## src/rtl/pep_mmacc_splitc_sxt_sched_if.sv

```systemverilog
// ---------------------------------------------------------------------------
// pep_mmacc_splitc_sxt_sched_if
//   Bundles the command, per-lane command, lane-done and synchronized-done
//   signals of the sign-extension split scheduler.
//
//   Handshake rule for every vld/rdy pair in this bundle: a transfer happens
//   on a rising clk edge where vld && rdy are both 1. Once a producer raises
//   vld it keeps vld and its payload stable until that edge. rdy may depend
//   on anything, but the producer never waits on rdy before raising vld.
//
//   Signals (direction as seen from the scheduler, modport slave):
//     in_cmd_vld   in   command offered upstream
//     in_cmd_rdy   out  scheduler can take a command
//     in_cmd_id    in   ID_W command ID
//     lane_cmd_vld out  IN_NB per-lane command valid
//     lane_cmd_rdy in   IN_NB per-lane command ready
//     lane_cmd_id  out  ID_W held command ID, shared by all lanes
//     lane_done    in   IN_NB one-cycle completion pulse per lane
//     out_done_vld out  synchronized completion valid
//     out_done_rdy in   synchronized completion ready
//     out_done_id  out  ID_W ID of the completed command
//     outstd_cnt   out  number of commands in flight
//   modport master is the mirror image (upstream + lanes + done consumer).
// ---------------------------------------------------------------------------
interface pep_mmacc_splitc_sxt_sched_if #(
    parameter int IN_NB      = 2,
    parameter int OUTSTD_MAX = 4,
    parameter int ID_W       = 8
);
    localparam int CNT_W = $clog2(OUTSTD_MAX + 1);

    logic              in_cmd_vld;
    logic              in_cmd_rdy;
    logic [ID_W-1:0]   in_cmd_id;
    logic [IN_NB-1:0]  lane_cmd_vld;
    logic [IN_NB-1:0]  lane_cmd_rdy;
    logic [ID_W-1:0]   lane_cmd_id;
    logic [IN_NB-1:0]  lane_done;
    logic              out_done_vld;
    logic              out_done_rdy;
    logic [ID_W-1:0]   out_done_id;
    logic [CNT_W-1:0]  outstd_cnt;

    modport slave (
        input  in_cmd_vld, in_cmd_id,
        output in_cmd_rdy,
        output lane_cmd_vld, lane_cmd_id,
        input  lane_cmd_rdy, lane_done,
        output out_done_vld, out_done_id,
        input  out_done_rdy,
        output outstd_cnt
    );

    modport master (
        output in_cmd_vld, in_cmd_id,
        input  in_cmd_rdy,
        input  lane_cmd_vld, lane_cmd_id,
        output lane_cmd_rdy, lane_done,
        input  out_done_vld, out_done_id,
        output out_done_rdy,
        input  outstd_cnt
    );
endinterface

```

## src/rtl/pep_mmacc_splitc_sxt_sched.sv

```systemverilog
// ---------------------------------------------------------------------------
// pep_mmacc_splitc_sxt_sched
//   Forks each incoming command to IN_NB sign-extension lanes and joins their
//   completions back into one in-order done stream.
//
//   - Issue FSM (IDLE/ISSUE): holds one command and broadcasts it; each lane
//     handshakes independently and drops its valid once served.
//   - ID FIFO (depth OUTSTD_MAX): records fully issued commands in order.
//   - Per-lane done counters: a done is released (sync-pop) only when every
//     lane has at least one completion pending.
//   - outstd_cnt tracks commands between input accept and done accept.
//
//   Ports:
//     clk        rising-edge clock
//     s_rst_n    synchronous active-low reset
//     bus        pep_mmacc_splitc_sxt_sched_if.slave (see interface header)
//     dbg_state  current issue FSM state (0 = IDLE, 1 = ISSUE)
// ---------------------------------------------------------------------------
module pep_mmacc_splitc_sxt_sched #(
    parameter int IN_NB      = 2,
    parameter int OUTSTD_MAX = 4,
    parameter int ID_W       = 8
) (
    input  logic                               clk,
    input  logic                               s_rst_n,
    pep_mmacc_splitc_sxt_sched_if.slave        bus,
    output logic                               dbg_state
);
    localparam int CNT_W = $clog2(OUTSTD_MAX + 1);
    localparam int PTR_W = (OUTSTD_MAX > 1) ? $clog2(OUTSTD_MAX) : 1;

    typedef enum logic {
        ST_IDLE  = 1'b0,
        ST_ISSUE = 1'b1
    } state_t;

    state_t            state;
    state_t            state_nxt;

    logic [IN_NB-1:0]  sent;
    logic [IN_NB-1:0]  sent_nxt;
    logic [IN_NB-1:0]  lane_hs;
    logic [ID_W-1:0]   cmd_id;
    logic              in_rdy;
    logic              in_acc;
    logic              all_sent;
    logic              fifo_push;
    logic              sync_pop;
    logic              done_acc;
    logic              all_cnt_nz;

    logic [CNT_W-1:0]  outstd_cnt;
    logic [CNT_W-1:0]  done_cnt [IN_NB];

    logic [ID_W-1:0]   fifo_mem [OUTSTD_MAX];
    logic [PTR_W-1:0]  wr_ptr;
    logic [PTR_W-1:0]  rd_ptr;
    logic [CNT_W-1:0]  fifo_cnt;

    logic              out_vld;
    logic [ID_W-1:0]   out_id;

    function automatic logic [PTR_W-1:0] ptr_inc(input logic [PTR_W-1:0] p);
        return (p == PTR_W'(OUTSTD_MAX - 1)) ? '0 : p + PTR_W'(1);
    endfunction

    // ------------------------------------------------------------------
    // Issue FSM
    // ------------------------------------------------------------------
    // Ready depends on registers only, so upstream never sees a combinational
    // path from any of our inputs.
    assign in_rdy = (state == ST_IDLE) && (outstd_cnt < CNT_W'(OUTSTD_MAX));
    assign in_acc = bus.in_cmd_vld && in_rdy;

    always_ff @(posedge clk) begin
        if (!s_rst_n) begin
            state <= ST_IDLE;
            sent  <= '0;
        end else begin
            state <= state_nxt;
            sent  <= sent_nxt;
        end
    end

    always_comb begin
        state_nxt = state;
        sent_nxt  = sent;
        lane_hs   = '0;
        all_sent  = 1'b0;
        case (state)
            ST_IDLE: begin
                if (in_acc) begin
                    sent_nxt  = '0;
                    state_nxt = ST_ISSUE;
                end
            end
            ST_ISSUE: begin
                lane_hs  = ~sent & bus.lane_cmd_rdy;
                sent_nxt = sent | lane_hs;
                // Same-cycle handshakes count, so the last lanes served this
                // cycle finish the broadcast immediately.
                all_sent = &sent_nxt;
                if (all_sent) begin
                    state_nxt = ST_IDLE;
                end
            end
            default: state_nxt = ST_IDLE;
        endcase
    end

    // Command ID is payload: only meaningful while a valid qualifies it.
    always_ff @(posedge clk) begin
        if (in_acc) begin
            cmd_id <= bus.in_cmd_id;
        end
    end

    assign bus.in_cmd_rdy   = in_rdy;
    assign bus.lane_cmd_vld = (state == ST_ISSUE) ? ~sent : '0;
    assign bus.lane_cmd_id  = cmd_id;
    assign dbg_state        = state;

    // ------------------------------------------------------------------
    // Per-lane done counters and join
    // ------------------------------------------------------------------
    always_comb begin
        all_cnt_nz = 1'b1;
        for (int i = 0; i < IN_NB; i++) begin
            if (done_cnt[i] == '0) begin
                all_cnt_nz = 1'b0;
            end
        end
    end

    assign done_acc = out_vld && bus.out_done_rdy;
    assign sync_pop = all_cnt_nz && (!out_vld || bus.out_done_rdy);

    always_ff @(posedge clk) begin
        if (!s_rst_n) begin
            for (int i = 0; i < IN_NB; i++) begin
                done_cnt[i] <= '0;
            end
        end else begin
            for (int i = 0; i < IN_NB; i++) begin
                case ({bus.lane_done[i], sync_pop})
                    2'b10:   done_cnt[i] <= done_cnt[i] + CNT_W'(1);
                    2'b01:   done_cnt[i] <= done_cnt[i] - CNT_W'(1);
                    default: done_cnt[i] <= done_cnt[i];
                endcase
            end
        end
    end

    // ------------------------------------------------------------------
    // ID FIFO: push when broadcast completes, pop on sync-pop
    // ------------------------------------------------------------------
    assign fifo_push = all_sent;

    always_ff @(posedge clk) begin
        if (!s_rst_n) begin
            wr_ptr   <= '0;
            rd_ptr   <= '0;
            fifo_cnt <= '0;
        end else begin
            if (fifo_push) begin
                wr_ptr <= ptr_inc(wr_ptr);
            end
            if (sync_pop) begin
                rd_ptr <= ptr_inc(rd_ptr);
            end
            case ({fifo_push, sync_pop})
                2'b10:   fifo_cnt <= fifo_cnt + CNT_W'(1);
                2'b01:   fifo_cnt <= fifo_cnt - CNT_W'(1);
                default: fifo_cnt <= fifo_cnt;
            endcase
        end
    end

    always_ff @(posedge clk) begin
        if (fifo_push) begin
            fifo_mem[wr_ptr] <= cmd_id;
        end
    end

    // ------------------------------------------------------------------
    // Done output register: a pop refills it in the same cycle the consumer
    // takes the current entry, giving one done per cycle when drained.
    // ------------------------------------------------------------------
    always_ff @(posedge clk) begin
        if (!s_rst_n) begin
            out_vld <= 1'b0;
        end else if (sync_pop) begin
            out_vld <= 1'b1;
        end else if (bus.out_done_rdy) begin
            out_vld <= 1'b0;
        end
    end

    always_ff @(posedge clk) begin
        if (sync_pop) begin
            out_id <= fifo_mem[rd_ptr];
        end
    end

    assign bus.out_done_vld = out_vld;
    assign bus.out_done_id  = out_id;

    // ------------------------------------------------------------------
    // In-flight counter
    // ------------------------------------------------------------------
    always_ff @(posedge clk) begin
        if (!s_rst_n) begin
            outstd_cnt <= '0;
        end else begin
            case ({in_acc, done_acc})
                2'b10:   outstd_cnt <= outstd_cnt + CNT_W'(1);
                2'b01:   outstd_cnt <= outstd_cnt - CNT_W'(1);
                default: outstd_cnt <= outstd_cnt;
            endcase
        end
    end

    assign bus.outstd_cnt = outstd_cnt;

    // ------------------------------------------------------------------
    // Protocol-violation checks (a done pulse before its lane handshake
    // ends up in one of these)
    // ------------------------------------------------------------------
    for (genvar g = 0; g < IN_NB; g++) begin : g_cnt_chk
        a_cnt_ovf: assert property (@(posedge clk) disable iff (!s_rst_n)
            !(bus.lane_done[g] && !sync_pop && (done_cnt[g] == CNT_W'(OUTSTD_MAX))))
            else $fatal(1, "done counter overflow on lane %0d", g);
    end

    a_pop_empty: assert property (@(posedge clk) disable iff (!s_rst_n)
        !(sync_pop && (fifo_cnt == '0)))
        else $fatal(1, "sync-pop with ID FIFO empty");

    a_push_full: assert property (@(posedge clk) disable iff (!s_rst_n)
        !(fifo_push && (fifo_cnt == CNT_W'(OUTSTD_MAX))))
        else $fatal(1, "ID FIFO push while full");

endmodule

```

## src/flat_wrapper.sv

```systemverilog
// flat-port wrapper written by rule: the top's interface ports become plain ports
module pep_mmacc_splitc_sxt_sched_flat 
#(
    parameter int IN_NB      = 2,
    parameter int OUTSTD_MAX = 4,
    parameter int ID_W       = 8
)
  (clk, s_rst_n, dbg_state, bus_in_cmd_vld, bus_in_cmd_id, bus_in_cmd_rdy, bus_lane_cmd_vld, bus_lane_cmd_id, bus_lane_cmd_rdy, bus_lane_done, bus_out_done_vld, bus_out_done_id, bus_out_done_rdy, bus_outstd_cnt);
  pep_mmacc_splitc_sxt_sched_if #(.IN_NB(IN_NB), .OUTSTD_MAX(OUTSTD_MAX), .ID_W(ID_W)) bus_i ();
  input  logic clk;
  input  logic s_rst_n;
  output logic dbg_state;
  input wire logic [$bits(bus_i.in_cmd_vld)-1:0] bus_in_cmd_vld;
  input wire logic [$bits(bus_i.in_cmd_id)-1:0] bus_in_cmd_id;
  output wire logic [$bits(bus_i.in_cmd_rdy)-1:0] bus_in_cmd_rdy;
  output wire logic [$bits(bus_i.lane_cmd_vld)-1:0] bus_lane_cmd_vld;
  output wire logic [$bits(bus_i.lane_cmd_id)-1:0] bus_lane_cmd_id;
  input wire logic [$bits(bus_i.lane_cmd_rdy)-1:0] bus_lane_cmd_rdy;
  input wire logic [$bits(bus_i.lane_done)-1:0] bus_lane_done;
  output wire logic [$bits(bus_i.out_done_vld)-1:0] bus_out_done_vld;
  output wire logic [$bits(bus_i.out_done_id)-1:0] bus_out_done_id;
  input wire logic [$bits(bus_i.out_done_rdy)-1:0] bus_out_done_rdy;
  output wire logic [$bits(bus_i.outstd_cnt)-1:0] bus_outstd_cnt;
  assign bus_i.in_cmd_vld = bus_in_cmd_vld;
  assign bus_i.in_cmd_id = bus_in_cmd_id;
  assign bus_in_cmd_rdy = bus_i.in_cmd_rdy;
  assign bus_lane_cmd_vld = bus_i.lane_cmd_vld;
  assign bus_lane_cmd_id = bus_i.lane_cmd_id;
  assign bus_i.lane_cmd_rdy = bus_lane_cmd_rdy;
  assign bus_i.lane_done = bus_lane_done;
  assign bus_out_done_vld = bus_i.out_done_vld;
  assign bus_out_done_id = bus_i.out_done_id;
  assign bus_i.out_done_rdy = bus_out_done_rdy;
  assign bus_outstd_cnt = bus_i.outstd_cnt;
  pep_mmacc_splitc_sxt_sched #(.IN_NB(IN_NB), .OUTSTD_MAX(OUTSTD_MAX), .ID_W(ID_W)) u_core (.clk(clk), .s_rst_n(s_rst_n), .bus(bus_i), .dbg_state(dbg_state));
endmodule
```

## config.mk

```make
export PLATFORM = sky130hd
export DESIGN_NAME = pep_mmacc_splitc_sxt_sched_flat
export DESIGN_NICKNAME = d
export VERILOG_FILES = /design/src/rtl/pep_mmacc_splitc_sxt_sched_if.sv /design/src/rtl/pep_mmacc_splitc_sxt_sched.sv /design/src/flat_wrapper.sv
export SDC_FILE = /design/constraint.sdc
export NUM_CORES = 1
export LEC_CHECK = 0
export BUFFER_PORTS_ARGS = -buffer_cell sky130_fd_sc_hd__clkbuf_2
export CORE_AREA = 2 2 74 76
export CTS_CLUSTER_SIZE = 16
export DETAILED_ROUTE_END_ITERATION = 7
export DIE_AREA = 0 0 76 78
export PLACE_DENSITY = 0.75
export SLEW_MARGIN = 20
export SYNTH_ARGS = -nofsm -noshare
export SYNTH_HDL_FRONTEND = slang
export SYNTH_SLANG_ARGS = --single-unit
```

## constraint.sdc

```tcl
create_clock -name clk -period 3.5 [get_ports clk]
set_input_delay 0.175 -clock clk [delete_from_list [all_inputs] [get_ports clk]]
set_output_delay 0.175 -clock clk [all_outputs]
set_load 0.005 [all_outputs]
```

Word level (Yosys, flattened, before mapping)
Memory sizes are Yosys's and may differ from the RTL's. A register that Yosys moved wholly into a read port is not among the register bits.
Cells that the tools add are included.
{"block": "word_totals", "reg_bits": 19, "latchBits": 0, "ram_bits": 38, "romBits": 0, "in_bits": 16, "output_inout_bits": 24, "word_cells": 91, "mem_count": 2}
{"memory": "u_core.fifo_mem", "words": 4, "word_bits": 8, "rd": 1, "rd_ports_with_merged_regs": 1, "wr": 1, "line": "pep_mmacc_splitc_sxt_sched.sv:55", "source": "logic [ID_W-1:0] fifo_mem [OUTSTD_MAX];"}
{"memory": "u_core.done_cnt", "words": 2, "word_bits": 3, "rd": 2, "rd_ports_with_merged_regs": 0, "wr": 2, "line": "pep_mmacc_splitc_sxt_sched.sv:53", "source": "logic [CNT_W-1:0] done_cnt [IN_NB];"}
{"block": "classes", "addsub": 8, "mul": 0, "div_mod_pow": 0, "n_lt_le_gt_ge": 1, "eq_ne": 9, "n_shift": 0, "mux": 41, "n_bitwise": 10, "n_reduce_logical": 13}
{"operator": "1-bit two-way mux", "n": 28}
{"operator": "3-bit two-way mux", "n": 6}
{"operator": "2-bit == test (second input constant)", "n": 5}
{"operator": "3-bit by 1-bit adder with 3-bit output (second input constant)", "n": 3}
{"operator": "3-bit by 1-bit subtractor with 3-bit output (second input constant)", "n": 3}
{"operator": "2-bit two-way mux", "n": 4}
{"operator": "2-bit by 1-bit == test with 1-bit output (second input constant)", "n": 3}
{"operator": "3-bit logical NOT", "n": 2}
{"operator": "1-bit OR", "n": 6}
{"operator": "3-bit case mux with 2 select lines", "n": 1}
{"operator": "2-bit by 1-bit adder with 2-bit output (second input constant)", "n": 2}
{"operator": "1-bit logical AND", "n": 4}
{"operator": "2-bit case mux with 2 select lines", "n": 1}
{"operator": "2-bit nonzero test", "n": 2}
{"operator": "2-bit OR reduction", "n": 2}
{"operator": "3-bit less-than comparator (second input constant)", "n": 1}
{"operator": "2-bit bitwise AND", "n": 1}
{"operator": "2-bit by 1-bit inequality test with 1-bit output (second input constant)", "n": 1}
{"operator": "2-bit inverter", "n": 1}
{"operator": "2-bit OR", "n": 1}
{"operator": "1-bit case mux with 2 select lines", "n": 1}
{"operator": "2-bit AND reduction", "n": 1}
{"operator": "1-bit logical NOT", "n": 1}
{"operator": "1-bit logical OR", "n": 1}
{"operator": "1-bit inverter", "n": 1}

Depth between registers and ports, before layout
Gate-level depths: netlist of run 1.
{"block": "logic_depth", "word_depth": 11, "ltp_mapped": 10, "depth_no_buf": 10}

Worst setup path before layout of run 1
Ideal clock, no wire load.
{"block": "synth_path", "kind": "register -> register", "from": "memory u_core.done_cnt[1][0] (netlist bit)", "to": "memory u_core.done_cnt[1][2] (netlist bit), data pin", "setup_time_ns": 0.261, "arrival_ns": 2.650, "required_time_ns": 3.239, "setup_slack_ns": 0.589, "stages_incl_launch_ff": 10, "n_path_buf": 0, "synth_period_minus_slack_ns": 2.911, "path_cell_list": "edfxtp_1 inv_1 ha_1 nor2b_1 nor3_2 inv_1 ha_1 o41ai_4 nor4b_1 o32a_1"}
{"element": "start: declaration", "line": "pep_mmacc_splitc_sxt_sched.sv:53"}

==> flow_summary.json, run 1 <==
{
  "fin_crit_sh": 0.7856,
  "grt-ovfl-total": 0,
  "status": "completed",
  "numCtsBuffers": 9,
  "place_hpwl_um": 3013,
  "synth_area_leaders": "edfxtp_1 60%, dfxtp_1 8.1%, mux4_2 6.6%, ha_1 6.0%, inv_1 2.1%",
  "place_inst": 279,
  "relSlewSlack": 0.5772,
  "syn_area_sq_um": 2716,
  "n_antenna_cell": 0,
  "synth_edf_count": 54,
  "rows": 26,
  "drc": 0,
  "drive_above_1_share": 0.2783,
  "syn_avg_cell_area_sq_um": 15.61,
  "die_w_um": 76,
  "ys_types": 34,
  "power.leakage_uw": 0.001204,
  "r2r_end": "u_core.done_cnt[1][2]",
  "r2r.worst_path.cells": 10,
  "first_pass_iters": 4,
  "syn_nets": 205,
  "mostFrequentLayoutCell": "edfxtp_1",
  "final_cell_mix": "54 x edfxtp_1, 39 x clkbuf_2, 15 x inv_1, 13 x ha_1, 12 x nor2_1",
  "worstSkewPairLatency_ns": 0.33,
  "post_cts_resized": 0,
  "met1Wirelength_um": 2048,
  "ios": 40,
  "numClockSinks": 65,
  "worst-path-max-fanout": 13,
  "vias": 1506,
  "ys_seq_area_frac": 0.6780,
  "first_iter_violations": 81,
  "rrSetupSlack_ns": 0.75,
  "fin_nets": 256,
  "syn_to_final_growth_pct": 17.73,
  "powerDensity_nw_per_um2": 729.4,
  "regToRegStartpoint": "u_core.done_cnt[1][0]",
  "coreArea_sq_um": 5042,
  "finClkSkew_ns": 0.007541,
  "fp.dieArea_sq_um": 5928,
  "grt_setup_unrepaired": "no",
  "synth_top_cell_by_area": "edfxtp_1",
  "grtUsageTotal": 0.1565,
  "start_kind": "flip-flop",
  "max_slew.worst_pin.slew_ns": 0.6334,
  "setup_viol": 0,
  "path_class": "flip-flop to flip-flop",
  "postRouteAntennaNets": 0,
  "tritoncts": "yes",
  "dr_wl_met2_um": 2077,
  "routed_wl_um": 4350,
  "top_layer": "met4",
  "antenna_found_initial": 0,
  "hold_path.class": "input port to flip-flop",
  "synthFlopType": "edfxtp_1",
  "post-route-min-period_ns": 2.750,
  "clk_pin_slew_ns": 0.07,
  "synth_top_area_frac": 0.5970,
  "synthCells": 174,
  "wl_met3_um": 146,
  "fillCellCount": 376,
  "instances_no_fill": 300,
  "cts_max_level": 3,
  "cts_buffer_depth": 2,
  "yosysWarnings": 0,
  "portBuffers": 39,
  "arrival_ns": 2.83,
  "max_freq_mhz": 363.7,
  "cap_violations": 0,
  "die_h_um": 78,
  "fin_tns_setup_ns": 0,
  "synthArstFlopShare": 0,
  "grt_start_max_net_pins": 20,
  "wl_per_cell_um": 14.50,
  "worstSetupStartpoint": "u_core.done_cnt[1][0]",
  "irDropWorstVdd_mv": 0.4397,
  "total_power_uw": 2333,
  "grt_pass1_vias": 1415,
  "start_util": 0.5387,
  "slew_violations": 0,
  "grt_pass1_wl_um": 6865,
  "endpoint": "u_core.done_cnt[1][2]",
  "ys_ff_latch": 65,
  "crit_path_end_kind": "flip-flop",
  "avgViaCountPerCell": 5.020,
  "final-hold-violation-count": 0,
  "gp_congestion": 0.8078,
  "root_buffer": "clkbuf_8",
  "required_ns": 3.58
}
==> sequential cells by signal (all words and copies together) (netlist names) <==
name	flops
u_core.fifo_mem	32
u_core.bus.out_done_id	8
u_core.sent	2
u_core.done_cnt	6
u_core.bus.lane_cmd_id	8
u_core.rd_ptr	2
u_core.bus.out_done_vld	1
u_core.bus.outstd_cnt	3
u_core.wr_ptr	2
u_core.dbg_state	1
==> where the power goes <==
group,leakage [uW],internal (uW),switching [uW]
clock,0.0000734,250,277
sequential,0.000596,1040,118
combinational,0.000535,323,329
==> cell usage after synthesis (all sizes together) (2+ instances only) <==
library cell,n
or3,2
xor2,2
nand2,9
mux4,8
and2,7
o22ai,2
a21boi,3
buf,3
mux2i,2
dfxtp,11
edfxtp,54
ha,13
a22oi,2
inv,15
fa,2
nor2,12
nor2b,4
nor3,2
clkbuf,2
or3b,2
o21ai,7
==> kinds of logic after synthesis <==
family | after synthesis | synth area share
adders and majority gates | 15 | 0.07462
DFF | 65 | 0.6780
xor gates and xnor gates | 3 | 0.009675
and+or+nand+nor | 41 | 0.07830
AOI/OAI and AO/OA | 19 | 0.05297
muxes | 11 | 0.07784
buffers and inverters | 20 | 0.02856
==> worst max-delay path, stage by stage (launching register included) <==
cell and delay, ns:
edfxtp_1 0.37, inv_1 0.08, ha_1 0.19, nor2b_1 0.14
nor3_2 0.11, buf_4 0.23, inv_1 0.09, ha_1 0.32
o41ai_4 0.52, nor4b_1 0.12, o32a_1 0.34
==> per-stage QoR <==
stage | utilization | cell area [sq um] | hold WS, ns | setup slack, ns
floorplan | - | 2716 | 0.2739 | 0.5888
global placement | 0.5921 | 2985 | 0.3515 | 0.8339
detailed placement | 0.5921 | 2985 | 0.3536 | 0.7499
CTS | 0.6243 | 3148 | 0.004191 | 0.7358
global route | 0.6342 | 3198 | 0.003207 | 0.5663
finish | 0.6342 | 3198 | 0.01280 | 0.7505
==> worst min-delay path by stage <==
| stage | from | end | slack, ns | cells past startpoint |
|---|---|---|---|---|
| after global placement | bus_in_cmd_id[0] | u_core.bus.lane_cmd_id[0] | 0.35 | 1 |
| after detailed placement | bus_in_cmd_id[2] | u_core.bus.lane_cmd_id[2] | 0.35 | 1 |
| after CTS | bus_in_cmd_id[2] | u_core.bus.lane_cmd_id[2] | 0.004 | 1 |
| after floorplan | bus_in_cmd_id[0] | u_core.bus.lane_cmd_id[0] | 0.27 | 0 |
| final | bus_in_cmd_id[6] | u_core.bus.lane_cmd_id[6] | 0.01 | 1 |
| after global routing | bus_in_cmd_id[6] | u_core.bus.lane_cmd_id[6] | 0.003 | 1 |
==> what timing repair did <==
action | in CTS | in global routing
endpoints found under the hold margin | 0 | 5
hold buffers | 0 | 5
setup buffers | 0 | 0
==> routing by layer <==
layer | vias up | GRT usage
met3 | 5 | 0.05000
met5 | - | 0
met4 | 0 | 0.07091
li1 | 741 | -
met1 | 730 | 0.2065
met2 | 30 | 0.2393
==> layout make-up <==
cell class / count / area, sq um / share of cell area
clock inverter: 6 / 35.03 / 0.01095
inverter: 15 / 56.30 / 0.01761
clock buffer: 10 / 127.6 / 0.03991
sequential: 65 / 1842 / 0.5759
multi-input combinational: 89 / 797.0 / 0.2492
tap: 70 / 87.58 / 0.02739
timing repair buffer: 45 / 252.7 / 0.07903
No activity file was read; power rests on OpenSTA's default activity.
==> inputs of run 2 (changes only) <==
ABC_AREA = 1   (was not set)
CORE_AREA = 2 2 77 79   (was 2 2 74 76)
DIE_AREA = 0 0 79 81   (was 0 0 76 78)
PLACE_DENSITY = 0.74   (was 0.75)
clock period = 2.25 ns   (was 3.5 ns; I/O delays follow)
==> flow_summary.json, run 2 <==
{
  "finClkSkew_ns": 0.01038,
  "die_w_um": 79,
  "max_freq_mhz": 479.0,
  "netlist_top_cells_count": "54 x edfxtp_1, 42 x nor2_1, 26 x inv_1",
  "crit_slowest_cell": "edfxtp_1",
  "synthCells": 232,
  "cp_top_family": "adder cells",
  "required_ns": 2.34,
  "worst-path-max-fanout": 4,
  "p_sw_uw": 1266,
  "gp_congestion": 0.7229,
  "fin_tns_setup_ns": 0,
  "irDropWorstVdd_mv": 0.5427,
  "worstSkewPairLatency_ns": 0.34,
  "ios": 40,
  "portBuffers": 39,
  "power_frac_comb": 0.300,
  "wl_per_cell_um": 12.41,
  "drc": 0,
  "place_hpwl_um": 3192,
  "setup_viol": 0,
  "tritoncts": "yes",
  "crit_path_end_kind": "flip-flop",
  "start_kind": "flip-flop",
  "routed_wl_um": 4617,
  "slew_violations": 0,
  "syn_to_final_growth_pct": 20.80,
  "first_iter_violations": 97,
  "final-hold-violation-count": 0,
  "p_seq_frac": 0.461,
  "powerDensity_nw_per_um2": 1156,
  "grt_setup_unrepaired": "no",
  "synthArstFlopShare": 0,
  "yosysWarnings": 0,
  "die_h_um": 81,
  "syn_area_sq_um": 2773,
  "p_int_uw": 2607,
  "ys_ff_latch": 65,
  "ys_seq_area_frac": 0.6643,
  "cpMostUsedCell": "nand2_1",
  "final_cell_mix": "54 x edfxtp_1, 42 x nor2_1, 39 x clkbuf_2, 25 x inv_1, 22 x nand2_1",
  "postRouteAntennaNets": 0,
  "synthFlopType": "edfxtp_1",
  "fin_crit_sh": 0.9279,
  "numClockSinks": 65,
  "syn_nets": 263,
  "post-route-min-period_ns": 2.088,
  "root_buffer": "clkbuf_8",
  "avgViaCountPerCell": 4.683,
  "total_power_uw": 3873,
  "n_antenna_cell": 0,
  "largest_reg_flops": 32,
  "cap_violations": 0,
  "cts_max_level": 3,
  "ys_types": 27,
  "syn_avg_cell_area_sq_um": 11.95,
  "whs_ns": 0.07909,
  "rows": 28,
  "power.leakage_uw": 0.001363,
  "hold_path.class": "input port to flip-flop",
  "critPathBufInv": 2,
  "synth_edf_count": 54,
  "synth_most_common_cell": "edfxtp_1",
  "grt_start_max_net_pins": 20,
  "antenna_found_initial": 0,
  "fin_nets": 323,
  "fillCellCount": 484,
  "clk_pin_slew_ns": 0.07,
  "top_register": "u_core.fifo_mem",
  "vias": 1742,
  "grt-ovfl-total": 0,
  "crit_chain": "inv_1, ha_1, nand2_2, nand3_4, clkinvlp_4, ha_4, nand2_1, fa_2, xnor2_2, nand2_1, nand3_1, nor2_1",
  "numCtsBuffers": 9,
  "coreArea_sq_um": 5675,
  "post_cts_buffers": 0,
  "critPathMaxStageDelay_ns": 0.38,
  "arrival_ns": 2.18,
  "final_util": 0.5902,
  "p_sw_frac": 0.3269,
  "first_pass_iters": 4,
  "fp.dieArea_sq_um": 6399,
  "grtUsageTotal": 0.1584,
  "clkPwrFrac": 0.239,
  "synth_area_leaders": "edfxtp_1 58%, dfxtp_1 7.9%, ha_1 5.9%, nor2_1 5.7%, o21ai_0 3.6%",
  "max_slew.worst_pin.slew_ns": 0.7465,
  "synth_top_cell_by_area": "edfxtp_1",
  "mostFrequentLayoutCell": "edfxtp_1",
  "start_util": 0.4885,
  "synth_top_area_frac": 0.5848,
  "grt_pass1_vias": 1599,
  "status": "completed",
  "grt_pass1_wl_um": 7465,
  "drive_above_1_share": 0.2424,
  "path_class": "flip-flop to flip-flop",
  "cts_buffer_depth": 2,
  "relSlewSlack": 0.5017
}
==> run 2: cell types whose count changed in the layout (fill, tap and decap cells not counted), moves of 4 or more <==
cell / change
nand2_1: +13
o22ai_1: +7
and2_1: -7
mux4_2: -8
o21ai_1: +4
o21ai_0: +12
buf_4: +5
nor2_1: +30
inv_1: +10
a21oi_1: +7
nor2b_1: -4
==> run 2: stage by stage <==
step                      area [sq um]  cells  worst slack, ns
after global placement            3078    348           0.1215
after global routing              3349    372          0.05055
final                             3349    372           0.1622
after CTS                         3339    372          0.01425
after detailed placement          3078    348        0.0002647
after floorplan                   2789    232          0.02175
==> run 2: worst register-to-register path: cells and delay by family, from the launching register on <==
family,cells,cell delay (ns)
xor gates and xnor gates,1,0.16
adders and majority gates,3,0.72
buffers and inverters,2,0.17
DFF,1,0.38
and+or+nand+nor,6,0.42
==> run 2: logic make-up after synthesis <==
kind of cell,Yosys count,share of synthesized area
AO/OA/AOI/OAI,41,0.07942
XOR/XNOR,2,0.006319
adder cells (fa/ha/maj),15,0.07311
buffers and inverters,33,0.05731
flip-flops,65,0.6643
AND/OR/NAND/NOR,76,0.1196
==> run 2: final timing paths <==
kind,depth (start not counted),startpoint,slack (ns),end
setup / recovery,12,u_core.done_cnt[1][0],0.16,u_core.done_cnt[0][2]
hold / removal,3,bus_in_cmd_vld,0.08,u_core.dbg_state
setup reg to reg,12,u_core.done_cnt[1][0],0.16,u_core.done_cnt[0][2]
hold reg to reg,1,u_core.bus.outstd_cnt[0],0.47,u_core.bus.outstd_cnt[0]
==> run 2: repair_timing <==
action	CTS	global route
cloned	0	0
hold endpoints to repair	8	0
pin swaps	1	1
hold buffers	8	0
resized for setup	0	4
setup endpoints to repair	1	4
==> run 2: layer usage <==
metal | wire length [um] | track usage | vias up
met4 | 103 | 0.08966 | 0
met3 | 250 | 0.05222 | 10
met2 | 2175 | 0.2483 | 43
met1 | 2088 | 0.1942 | 781
met5 | 0 | 0 | -
li1 | - | - | 908
==> run 2: final cells by class <==
cell class	instances	area [sq um]	share of cell area
Clock buffer	12	135.1	0.04034
Tap cell	75	93.84	0.02802
Sequential cell	65	1842	0.5499
Multi-Input combinational cell	134	794.5	0.2372
Timing Repair Buffer	53	320.3	0.09563
Clock inverter	4	46.29	0.01382
Inverter	29	117.6	0.03511
==> run 2: power groups by stage <==
stage / Clock, uW / Sequential, uW / Combinational [uW]
detailed placement: 0 / 1810 / 1130
floorplan: 0 / 1760 / 821
global placement: 0 / 1800 / 1090
global route: 991 / 1820 / 1330
CTS: 938 / 1780 / 1150
finish: 924 / 1790 / 1160
